$ cat src/rtl/ro_freq_counter_pkg.sv
// Shared definitions for the ring-oscillator V/T sensor: mux select codes,
// scan FSM state encoding and RO count.
package ro_sensor_defs;

    localparam int NUM_RO = 6;

    localparam logic [2:0] SEL_IDLE = 3'b000;
    localparam logic [2:0] SEL_RO0  = 3'b111;
    localparam logic [2:0] SEL_RO1  = 3'b110;
    localparam logic [2:0] SEL_RO2  = 3'b101;
    localparam logic [2:0] SEL_RO3  = 3'b100;
    localparam logic [2:0] SEL_RO4  = 3'b011;
    localparam logic [2:0] SEL_RO5  = 3'b010;

    localparam logic [2:0] ST_IDLE    = 3'd0;
    localparam logic [2:0] ST_NEXT_CH = 3'd1;
    localparam logic [2:0] ST_SETTLE  = 3'd2;
    localparam logic [2:0] ST_COUNT   = 3'd3;
    localparam logic [2:0] ST_HOLD    = 3'd4;

    function automatic logic [2:0] ro_sel_code(input logic [2:0] ch);
        logic [2:0] code;
        case (ch)
            3'd0:    code = SEL_RO0;
            3'd1:    code = SEL_RO1;
            3'd2:    code = SEL_RO2;
            3'd3:    code = SEL_RO3;
            3'd4:    code = SEL_RO4;
            3'd5:    code = SEL_RO5;
            default: code = SEL_IDLE;
        endcase
        return code;
    endfunction

endpackage

$ cat src/rtl/ro_freq_counter_edge_sync.sv
// Two-flop synchroniser followed by a rising-edge pulse generator for an
// input that is asynchronous to clk.
module ro_edge_sync (
    input  logic clk,
    input  logic rst,
    input  logic async_in,
    output logic pulse
);

    logic meta_p0;
    logic sync_p1;
    logic sync_p2;

    always_ff @(posedge clk or posedge rst) begin
        if (rst) begin
            meta_p0 <= 1'b0;
            sync_p1 <= 1'b0;
            sync_p2 <= 1'b0;
        end else begin
            meta_p0 <= async_in;
            sync_p1 <= meta_p0;
            sync_p2 <= sync_p1;
        end
    end

    assign pulse = sync_p1 & ~sync_p2;

endmodule

$ cat src/rtl/ro_freq_counter.sv
// Scans the enabled ring oscillators, counts rising edges of the muxed RO
// output over a fixed window per channel and offers each count on a
// valid/ready port.
module ro_freq_counter
    import ro_sensor_defs::*;
#(
    parameter int CNT_W      = 16,
    parameter int WIN_CYC    = 1024,
    parameter int SETTLE_CYC = 8
) (
    input  logic             CLK,
    input  logic             RST,
    input  logic             START,
    input  logic [5:0]       CH_MASK,
    input  logic             RO_OUT,
    output logic [2:0]       S,
    output logic             BUSY,
    output logic             CNT_VALID,
    input  logic             CNT_READY,
    output logic [CNT_W-1:0] CNT_DATA,
    output logic [2:0]       CNT_CH,
    output logic             CNT_OVF,
    output logic             DONE
);

    localparam int CYC_MAX = (WIN_CYC > SETTLE_CYC) ? WIN_CYC : SETTLE_CYC;
    localparam int CYC_W   = $clog2(CYC_MAX);

    logic [2:0]       state;
    logic [5:0]       pend_mask;
    logic [CYC_W-1:0] cyc_cnt;
    logic             edge_pulse;
    logic [3:0]       next_pick;
    logic [CNT_W:0]   cnt_inc;

    // Saturating increment; MSB of the result flags an attempted wrap.
    function automatic logic [CNT_W:0] sat_inc(input logic [CNT_W-1:0] v);
        if (&v)
            return {1'b1, v};
        else
            return {1'b0, v + 1'b1};
    endfunction

    // Lowest pending channel as {found, index}.
    function automatic logic [3:0] pick_lowest(input logic [5:0] m);
        logic [3:0] r;
        r = 4'b0000;
        for (int i = NUM_RO - 1; i >= 0; i--)
            if (m[i]) r = {1'b1, 3'(i)};
        return r;
    endfunction

    ro_edge_sync u_edge_sync (
        .clk      (CLK),
        .rst      (RST),
        .async_in (RO_OUT),
        .pulse    (edge_pulse)
    );

    assign next_pick = pick_lowest(pend_mask);
    assign cnt_inc   = sat_inc(CNT_DATA);
    assign BUSY      = (state != ST_IDLE);

    always_ff @(posedge CLK or posedge RST) begin
        if (RST) begin
            state     <= ST_IDLE;
            pend_mask <= 6'b0;
            cyc_cnt   <= '0;
            S         <= SEL_IDLE;
            CNT_VALID <= 1'b0;
            CNT_DATA  <= '0;
            CNT_CH    <= 3'd0;
            CNT_OVF   <= 1'b0;
            DONE      <= 1'b0;
        end else begin
            DONE <= 1'b0;
            case (state)
                ST_IDLE: begin
                    if (START) begin
                        pend_mask <= CH_MASK;
                        state     <= ST_NEXT_CH;
                    end
                end
                ST_NEXT_CH: begin
                    // Servicing a channel retires its mask bit, so the lowest
                    // remaining bit is always above the last channel served.
                    if (next_pick[3]) begin
                        S         <= ro_sel_code(next_pick[2:0]);
                        CNT_CH    <= next_pick[2:0];
                        pend_mask <= pend_mask & ~(6'b000001 << next_pick[2:0]);
                        CNT_DATA  <= '0;
                        CNT_OVF   <= 1'b0;
                        cyc_cnt   <= '0;
                        state     <= ST_SETTLE;
                    end else begin
                        S     <= SEL_IDLE;
                        DONE  <= 1'b1;
                        state <= ST_IDLE;
                    end
                end
                ST_SETTLE: begin
                    if (cyc_cnt == CYC_W'(SETTLE_CYC - 1)) begin
                        cyc_cnt <= '0;
                        state   <= ST_COUNT;
                    end else begin
                        cyc_cnt <= cyc_cnt + 1'b1;
                    end
                end
                ST_COUNT: begin
                    if (edge_pulse) begin
                        CNT_DATA <= cnt_inc[CNT_W-1:0];
                        if (cnt_inc[CNT_W]) CNT_OVF <= 1'b1;
                    end
                    if (cyc_cnt == CYC_W'(WIN_CYC - 1)) begin
                        cyc_cnt   <= '0;
                        CNT_VALID <= 1'b1;
                        state     <= ST_HOLD;
                    end else begin
                        cyc_cnt <= cyc_cnt + 1'b1;
                    end
                end
                ST_HOLD: begin
                    if (CNT_VALID && CNT_READY) begin
                        CNT_VALID <= 1'b0;
                        state     <= ST_NEXT_CH;
                    end
                end
                default: state <= ST_IDLE;
            endcase
        end
    end

endmodule

$ cat config.mk
export PLATFORM = sky130hd
export DESIGN_NAME = ro_freq_counter
export DESIGN_NICKNAME = d
export VERILOG_FILES = /design/src/rtl/ro_freq_counter_pkg.sv /design/src/rtl/ro_freq_counter_edge_sync.sv /design/src/rtl/ro_freq_counter.sv
export SDC_FILE = /design/constraint.sdc
export NUM_CORES = 1
export LEC_CHECK = 0
export ABC_AREA = 1
export CAP_MARGIN = 15
export CORE_MARGIN = 10
export CORE_UTILIZATION = 55
export CTS_CLUSTER_DIAMETER = 50
export DETAILED_ROUTE_END_ITERATION = 10
export PLACE_DENSITY_LB_ADDON = 0.25
export SLEW_MARGIN = 20
export SYNTH_ARGS = -nofsm -noshare
export SYNTH_HDL_FRONTEND = slang
export SYNTH_SLANG_ARGS = --single-unit
$ cat constraint.sdc
create_clock -name CLK -period 2.35 [get_ports CLK]
set_clock_uncertainty 0.1 [all_clocks]
set_input_delay 0.3525 -clock CLK [delete_from_list [all_inputs] [get_ports CLK]]
set_output_delay 0.3525 -clock CLK [all_outputs]
set_load 0.02 [all_outputs]
---- Word-level counts from Yosys, hierarchy flattened ----
Index checks and enable logic that the tools add are counted.
word-level totals
  output and inout bits ................... 26
  flip-flop bits (word level) ............. 47
operators by class
  bitwise logic cells ..................... 4
  equal/unequal tests ..................... 19
  shifts and indexed selects .............. 1
  multiplexer cells ....................... 34
  $add $sub $neg .......................... 2
  reductions and logical operators ........ 16
operator list
  cell                   count
  $mux 16                2
  $pmux 16 s2            1
  $mux 10                3
  $pmux 10 s3            1
  $mux 4                 6
  $pmux 3 s6             1
  $mux 17                1
  $add 16x1->16 const B  1
  $ne 2x2->1 const B     8
  $reduce_and 16->1      1
  $mux 3                 5
  $pmux 3 s5             1
  $eq 3x2->1 const B     4
  $mux 6                 2
  $pmux 6 s2             1
  $reduce_and 4->1       3
  $add 10x1->10 const B  1
  $eq 10x10->1 const B   1
  $eq 10x3->1 const B    1
  $eq 3x3->1 const B     3
  $mux 1                 7
  $and 6x6->6            1
  $eq 3x1->1 const B     2
  $logic_not 3->1        2
  other kinds (11)       17

---- Logic depth before layout (Yosys ltp) ----
Gate-level depths: netlist of run 1.
  depth after elaboration ................. 11
  gate-level depth with buffers ........... 12
  gate-level depth less buffers ........... 11

---- Hierarchy ----
A second synthesis of run 1 with hierarchy kept.
second synthesis, totals
  cell total of the unflattened synthesis .. 350
  area, all modules ....................... 2626.3 um2
modules (own cells, without submodules)
  module           cells each  times used  area an instance (um2)
  ro_freq_counter  344         1           2537.4
  ro_edge_sync     6           1           88.8

---- Least setup slack after synthesis of run 1 ----
Ideal clock, no wire load.
  path type ............................... reg2reg
  start ................................... register CNT_DATA[0]
  end ..................................... register CNT_DATA[10]
  stages on the path, launching flop included .. 12
  path buffers ............................ 1
  data arrival time ....................... 1662 ps
  period minus slack after synthesis ...... 1880 ps
  setup slack ............................. 470 ps
  data required time ...................... 2132 ps
  cell sequence ........................... dfrtp_1 > ha_1 > nand2_2 > nor2_2 > nand2_2 > inv_2 > nand3_1 > nor2_2 > nor2_4 > buf_6 > nand2_1 > nand2_1
between the ends
  cells in the longest elaborated chain, start to end .. 4
  elaborated cells on any way between the ends .. 7
  classes of those cells .................. 1 x add/sub; 1 x eq/ne; 3 x mux; 2 x reduce/logical
RTL lines
  element                   line                    RTL
  start: declaration        ro_freq_counter.sv:20   output logic [CNT_W-1:0] CNT_DATA,
  start signal: assignment  ro_freq_counter.sv:111  CNT_DATA <= cnt_inc[CNT_W-1:0];
  $add 16x1->16             ro_freq_counter.sv:41   return {1'b0, v + 1'b1};
  $mux 17                   ro_freq_counter.sv:38   if (&v)
  $mux 16                   ro_freq_counter.sv:110  if (edge_pulse) begin
  $pmux 16 s2               ro_freq_counter.sv:77   case (state)
Parallel ways exist; a longest one is shown, timed or not. The select of a mux whose other input is x is not followed.
A chain may end at the register's enable or synchronous reset.

---- Final worst setup path of run 1 ----
  start ................................... register state[1]
  end ..................................... output port BUSY
between the ends
  cells in the longest elaborated chain, start to end .. 1
RTL lines
  element                   line                   RTL
  start: declaration        ro_freq_counter.sv:29  logic [2:0] state;
  start signal: assignment  ro_freq_counter.sv:66  state <= ST_IDLE;
  start signal: assignment  ro_freq_counter.sv:81  state <= ST_NEXT_CH;
  start signal: assignment  ro_freq_counter.sv:94  state <= ST_SETTLE;
  $reduce_bool 3->1         ro_freq_counter.sv:62  assign BUSY = (state != ST_IDLE);
  end: declaration          ro_freq_counter.sv:17  output logic BUSY,
No other way between the ends.

==> results.md, run 1 <==
- CP max stage cell: clkdlybuf4s50_1
- Fin. Hold Viols: 0
- Post-synthesis cell area: 2663 um^2
- Die area: about 8000 um^2
- Slowest stage delay, CP: about 0.55 ns
- Worst VDD drop: approximately 0.00067 V
- Drc violations: 0
- Reg2reg end: CNT_OVF$_DFFE_PP0P_
- Sequential cell area fraction in the yosys report: between 40% and 50%
- Area Growth Syn to Fin: 19.17%
- Final period util: a little under 90%
- Num ports: 37
- Max-slew headroom: between 60% and 70%
- LEAKAGE: roughly 1.5 nW
- Slew at the pin with the worst max-slew slack: between 0.4 and 0.5 ns
- Post-synthesis net count: 378
- Routability congestion estimate: roughly 0.90
- Launch point of the worst reg-to-reg path: CNT_DATA[0]$_DFFE_PP0P_
- Via-to-Cell Ratio: between 5 and 6
- Global route overflow: 0
- 1st-pass router iterations: 5
- Distinct cells, synth: 29
- Core area: around 4700 um^2
- Die Ht: ~90 um
- Area post-placement: between 3000 and 4000 um^2
- GR Util All Layers: 17.41%
- Number of buffers created by CTS: 5
- Post-synthesis cell count: approximately 370
- Row count: 25
- Yosys reg bits: 47
- P per Cell Area: between 900 and 1000 nW/um^2
- CTS tree: built
- Hold Buf Count CTS: 0
- Tmin final: 2.097 ns
- Classification of the worst setup path: reg -> out
- Worst skew pair latency: just over 0.3 ns
- Fmax: ~480 MHz
- Antenna Cells: 0
- Chip width: between 80 and 90 um
- DR WL/cell: ~14 um
- Commonest cells after routing, fill and taps aside: 115 x nand2_1, 47 x dfrtp_1, 38 x nor2_1
- Share of layout cells above drive strength 1: ~7.6%
- # port buffers: 36
- CP endpoint kind: output pin
- Root Driver: clkbuf_8
- Vias in the first global route: 2,385
- Post_cts resized: 0
- Initial DRC count: roughly 220
- Number of synthesized flops with an enable pin: 0
- First-pass GRT wire length: ~11 mm
- Unrepaired setup endpoints after global routing: no
- CP cell instances: nor2_1, nand2_1, clkdlybuf4s50_1
- Most common cell after layout, fill and taps aside: nand2_1
- CP max FO: 4
- CTS H-tree depth: 2
- Worst reg-to-reg setup slack: approximately 0.37 ns
- Routed via count: about 2,500
- Post-CTS Setup Inserts: 0
- Worst Path Arrival: around 1.6 ns
- Total of max-cap violations: 0
- Final Max Tran Viols: 0
- Initial antenna violation count: 0
- Leading register cell type out of synthesis: dfrtp_1
- Total negative slack: 0 ns
- Final Cell Area: 3173 um^2
- Routed WL: between 6 and 7 mm
- Syn_area_per_cell: approximately 7.3 um^2
- Synthesis Warnings: 0
- Setup-failing EPs final: 0
- Status: completed
- Reg2Reg Depth: 10
- Final #Nets: 420
- Initial Utilization: 56.75%
- CP required: 1.90 ns
- Worst Setup Start Kind: flop
- Fill count: 413
- Asr flop ratio synth: 100.0%
- Clock slew at reported path FFs: around 0.09 ns
- Detail Route Antenna Nets: 0
- Hold Crit Class: in -> async
- Detailed placer's ending HPWL: 5.000 mm
- Sink Count: 47
- Largest net degree at the start of global routing: 23
- CTS max path bufs: 2
-- worst max-delay path by stage --
stage               cells past startpoint                        to                     from  slack, ns
floorplan                              11  CNT_DATA[10]$_DFFE_PP0P_  CNT_DATA[0]$_DFFE_PP0P_       0.47
global placement                       11   CNT_DATA[3]$_DFFE_PP0P_  CNT_DATA[0]$_DFFE_PP0P_       0.47
detailed placement                     11   CNT_DATA[5]$_DFFE_PP0P_  CNT_DATA[0]$_DFFE_PP0P_       0.41
CTS                                     3                      BUSY     state[1]$_DFFE_PP0P_       0.23
global route                            3                      BUSY     state[1]$_DFFE_PP0P_       0.15
finish                                  3                      BUSY     state[1]$_DFFE_PP0P_       0.25
-- registers in the layout, indices dropped and copies added (netlist names) --
register	cells
CNT_DATA	16
cyc_cnt	10
pend_mask	6
CNT_CH	3
S	3
state	3
CNT_OVF	1
CNT_VALID	1
DONE	1
u_edge_sync.meta_p0	1
u_edge_sync.sync_p1	1
u_edge_sync.sync_p2	1
-- power breakdown --
group	leakage (nW)	total, mW	switching (mW)	internal (mW)
Clock	0.0477	0.516	0.279	0.237
Sequential	0.610	1.15	0.162	0.988
Combinational	0.822	1.27	0.829	0.437
Total	1.48	2.93	1.27	1.66
-- stage by stage --
step / instances / utilization (%) / power [mW] / worst slack [ns] / hold slack [ns]
2_1_floorplan: 365 / - / 2.033 / 0.4701 / 0.2312
3_3_place_gp: 454 / 65.68 / 2.394 / 0.4691 / 0.2351
3_5_place_dp: 454 / 65.68 / 2.432 / 0.4133 / 0.2451
4_1_cts: 461 / 67.63 / 2.947 / 0.2299 / 0.2649
5_1_grt: 461 / 67.63 / 3.168 / 0.1493 / 0.2703
6_report: 461 / 67.63 / 2.931 / 0.2526 / 0.2612
-- logic make-up (layout without fill, tap and decap cells) --
group	after synthesis	count (layout)	synth area share (%)
adder cells (fa/ha/maj)	2	2	0.9397
flip-flops	47	47	44.17
AO/OA/AOI/OAI	41	41	8.036
XOR/XNOR	10	10	3.290
AND/OR/NAND/NOR	218	218	35.86
buffers and inverters	46	88	7.283
multiplexers	1	1	0.4229
-- worst max-delay path, delay by kind of cell, from the launching register on --
| family | cells | cell delay [ns] |
|---|---|---|
| buf+inv | 1 | 0.55 |
| simple gates | 2 | 0.31 |
| flops | 1 | 0.47 |
-- synthesized netlist by cell type (2+ instances only) --
master	number	share of area, %
a21oi_1	13	2.4
buf_6	2	0.85
dfrtp_1	47	44
ha_1	2	0.94
inv_1	36	5.1
inv_2	4	0.56
inv_4	2	0.47
nand2_1	115	16
nand2_2	5	1.2
nand2_4	2	0.85
nand3_1	34	6.4
nand4_1	7	1.6
nor2_1	38	5.4
nor2_2	2	0.47
nor2_4	2	0.85
nor3_1	10	1.9
o21ai_0	23	4.3
o31ai_1	2	0.56
xor2_1	9	3.0
-- layout make-up --
| type | instances | area, um^2 | area share, % |
|---|---|---|---|
| clock buffers | 6 | 82.58 | 2.603 |
| clock inverters | 1 | 8.758 | 0.2760 |
| inverters | 42 | 162.7 | 5.126 |
| multi-input cells | 272 | 1292 | 40.73 |
| flip-flops and latches | 47 | 1176 | 37.07 |
| well taps | 54 | 67.56 | 2.129 |
| repair buffers | 39 | 382.9 | 12.07 |
-- per-layer routing --
metal,track usage [%],vias up,share of wire [%]
met3,5.415,8,8.5
met2,28.43,86,48
met4,6.069,0,1.2
met1,21.22,1162,42
met5,0,-,0
li1,-,1256,-
Power figures use the tool's default switching activity.
==> run 2: changes to the inputs <==
--- a/config.mk
+++ b/config.mk
@@ -8,7 +8,7 @@
 export ABC_AREA = 1
 export CAP_MARGIN = 15
 export CORE_MARGIN = 10
-export CORE_UTILIZATION = 55
+export CORE_UTILIZATION = 23
 export CTS_CLUSTER_DIAMETER = 50
 export DETAILED_ROUTE_END_ITERATION = 10
 export PLACE_DENSITY_LB_ADDON = 0.25
==> results.md, run 2 (synthesis results as in run 1) <==
- Die area: 16,280 um^2 (+100%)
- Largest regs: CNT_DATA (16), cyc_cnt (10), pend_mask (6)
- Post_cts resized: 0 (unchanged)
- Drc violations: 0 (unchanged)
- Root Driver: clkbuf_16
- Final period util: 89.24% (about the same)
- Unrepaired setup endpoints after global routing: no
- DR WL/cell: 13.19 um (-6.2%)
- Area Growth Syn to Fin: 26.60%
- Final Non-Filler Cells: 550 (+19%)
- CP dominant cell by count: nand2_1
- Reg with most FFs: CNT_DATA
- Share of layout cells above drive strength 1: 7.617% (unchanged)
- Routed WL: 7.257 mm (+12%)
- CTS tree: built
- Setup-failing EPs final: 0 (unchanged)
- Fmax: 476.9 MHz (about the same)
- Fin. Hold Viols: 0 (unchanged)
- Total negative slack: 0 ns (unchanged)
- Max reg flops: 16 (unchanged)
- Fill count: 1,254 (+200%)
- CTS max path bufs: 2 (unchanged)
- Routability congestion estimate: 0.8708 (-3.3%)
- Hold Buf Count CTS: 0 (unchanged)
- Commonest cells after routing, fill and taps aside: 115 x nand2_1, 47 x dfrtp_1, 38 x nor2_1
- Initial DRC count: 182 (-17%)
- Classification of the worst setup path: reg -> reg
- Launch point of the worst reg-to-reg path: cyc_cnt[0]$_DFFE_PP0P_
- Initial Utilization: 23.42% (-33 points)
- Placed insts: 542 (+19%)
- Vias in the first global route: 2,563 (+7.5%)
- First-pass GRT wire length: 12.26 mm (+11%)
- Worst Setup Start Kind: flop
- CP endpoint kind: flop
- CTS H-tree depth: 2 (unchanged)
- CP max stage cell: dfrtp_1
- Via-to-Cell Ratio: 4.587 (-16%)
- 1st-pass router iterations: 4 (-1)
- P per Cell Area: 960.2 nW/um^2 (+3.9%)
- CP cell instances: ha_1, nand2_1, inv_1, nand2_1, nor2_1, nand3_1, nand2_1, nand2_1, inv_1, o21ai_0
- Die Ht: 127.6 um (+42%)
- Detail Route Antenna Nets: 0 (unchanged)
- Worst reg-to-reg setup slack: 0.25 ns (-0.12 ns)
- # port buffers: 36 (unchanged)
- Num ports: 37 (unchanged)
- Core area: 11,370 um^2 (+140%)
- Hold path depth: 0
- Antenna Cells: 0 (unchanged)
- Final Max Tran Viols: 0 (unchanged)
- Clock slew at reported path FFs: 0.07 ns (-0.02 ns)
- Max-slew headroom: 65.37% (-4.1 points)
- Number of buffers created by CTS: 5 (unchanged)
- Reg2reg end: cyc_cnt[3]$_DFFE_PP0P_
- Final #Nets: 419 (-0.24%)
- Total of max-cap violations: 0 (unchanged)
- GR Util All Layers: 9.117% (-8.3 points)
- Detailed placer's ending HPWL: 5.448 mm (+9.0%)
- Slowest stage delay, CP: 0.39 ns (-0.16 ns)
- Tmin final: 2.097 ns (-0.0003430 ns)
- Status: completed
- CP max FO: 6 (+2)
- Initial antenna violation count: 0 (unchanged)
- Stages on worst setup path: 10 (+7)
- Largest net degree at the start of global routing: 27 (+17%)
- Worst VDD drop: 0.0004673 V (-30%)
- Post-CTS Setup Inserts: 0 (unchanged)
- Sink Count: 47 (unchanged)
- Buffers plus inverters on the worst setup path: 2 (+1)
- Worst Path Arrival: 2.17 ns (+0.53 ns)
- Top Family by Delay on Critical Path: simple AND/OR/NAND/NOR gates
- Global route overflow: 0 (unchanged)
- Slew at the pin with the worst max-slew slack: 0.5187 ns (+0.06183 ns)
- Row count: 39 (+56%)
- CP required: 2.42 ns (+0.52 ns)
- Reg2Reg Depth: 10 (unchanged)
- Hold endpoint: u_edge_sync.sync_p1$_DFF_PP0_
- Routed via count: 2,523 (+0.44%)
- Hold Crit Class: reg -> reg
- Hold Startpoint: u_edge_sync.meta_p0$_DFF_PP0_
- Chip width: 127.6 um (+42%)
- Worst skew pair latency: 0.29 ns (-0.02 ns)
- LEAKAGE: 1.516 nW (+2.4%)
- Most common cell after layout, fill and taps aside: nand2_1
-- run 2: stage by stage --
stage | util [%] | instance area [um^2] | hold WS [ns] | worst slack (ns) | power, mW
after floorplan | - | 2663 | 0.2312 | 0.4701 | 2.033
after global placement | 28.13 | 3198 | 0.2387 | 0.3059 | 2.423
after global routing | 29.65 | 3371 | 0.2829 | 0.1141 | 3.496
after CTS | 29.65 | 3371 | 0.2611 | 0.2632 | 3.286
final | 29.65 | 3371 | 0.2573 | 0.2529 | 3.237
after detailed placement | 28.13 | 3198 | 0.2444 | 0.3167 | 2.429
-- run 2: routing by layer --
metal / wire (um) / vias up / GRT usage, %
met1: 3302 / 1197 / 11.27
met4: 77 / 0 / 2.914
met5: 0 / - / 0
li1: - / 1257 / -
met3: 556 / 7 / 3.267
met2: 3319 / 62 / 14.48
-- run 2: area by class of cell --
type,instances,area (um^2),area share (%)
Multi-Input combinational cell,272,1292,38.34
Clock buffer,5,125.1,3.712
Clock inverter,3,47.55,1.411
Inverter,42,162.7,4.826
Tap cell,143,178.9,5.308
Timing Repair Buffer,38,387.9,11.51
Sequential cell,47,1176,34.89
-- run 2: worst max-delay path by stage --
stage	start	endpoint
finish	cyc_cnt[0]$_DFFE_PP0P_	cyc_cnt[3]$_DFFE_PP0P_
global route	cyc_cnt[0]$_DFFE_PP0P_	cyc_cnt[3]$_DFFE_PP0P_
CTS	state[0]$_DFFE_PP0P_	BUSY
detailed placement	cyc_cnt[0]$_DFFE_PP0P_	cyc_cnt[3]$_DFFE_PP0P_
global placement	cyc_cnt[0]$_DFFE_PP0P_	state[1]$_DFFE_PP0P_
floorplan	CNT_DATA[0]$_DFFE_PP0P_	CNT_DATA[10]$_DFFE_PP0P_
-- run 2: where the power goes --
group,switching (mW),internal [mW]
Combinational,0.815,0.433
Sequential,0.163,0.989
Clock,0.329,0.508
==> run 3: changes to the inputs <==
--- a/config.mk
+++ b/config.mk
@@ -12,7 +12,7 @@
 export CTS_CLUSTER_DIAMETER = 50
 export DETAILED_ROUTE_END_ITERATION = 10
 export PLACE_DENSITY_LB_ADDON = 0.25
-export SLEW_MARGIN = 20
+export SLEW_MARGIN = 0
 export SYNTH_ARGS = -nofsm -noshare
 export SYNTH_HDL_FRONTEND = slang
 export SYNTH_SLANG_ARGS = --single-unit
==> results of run 3 <==
Final layout, timing and power as in run 2 (identical DEF).
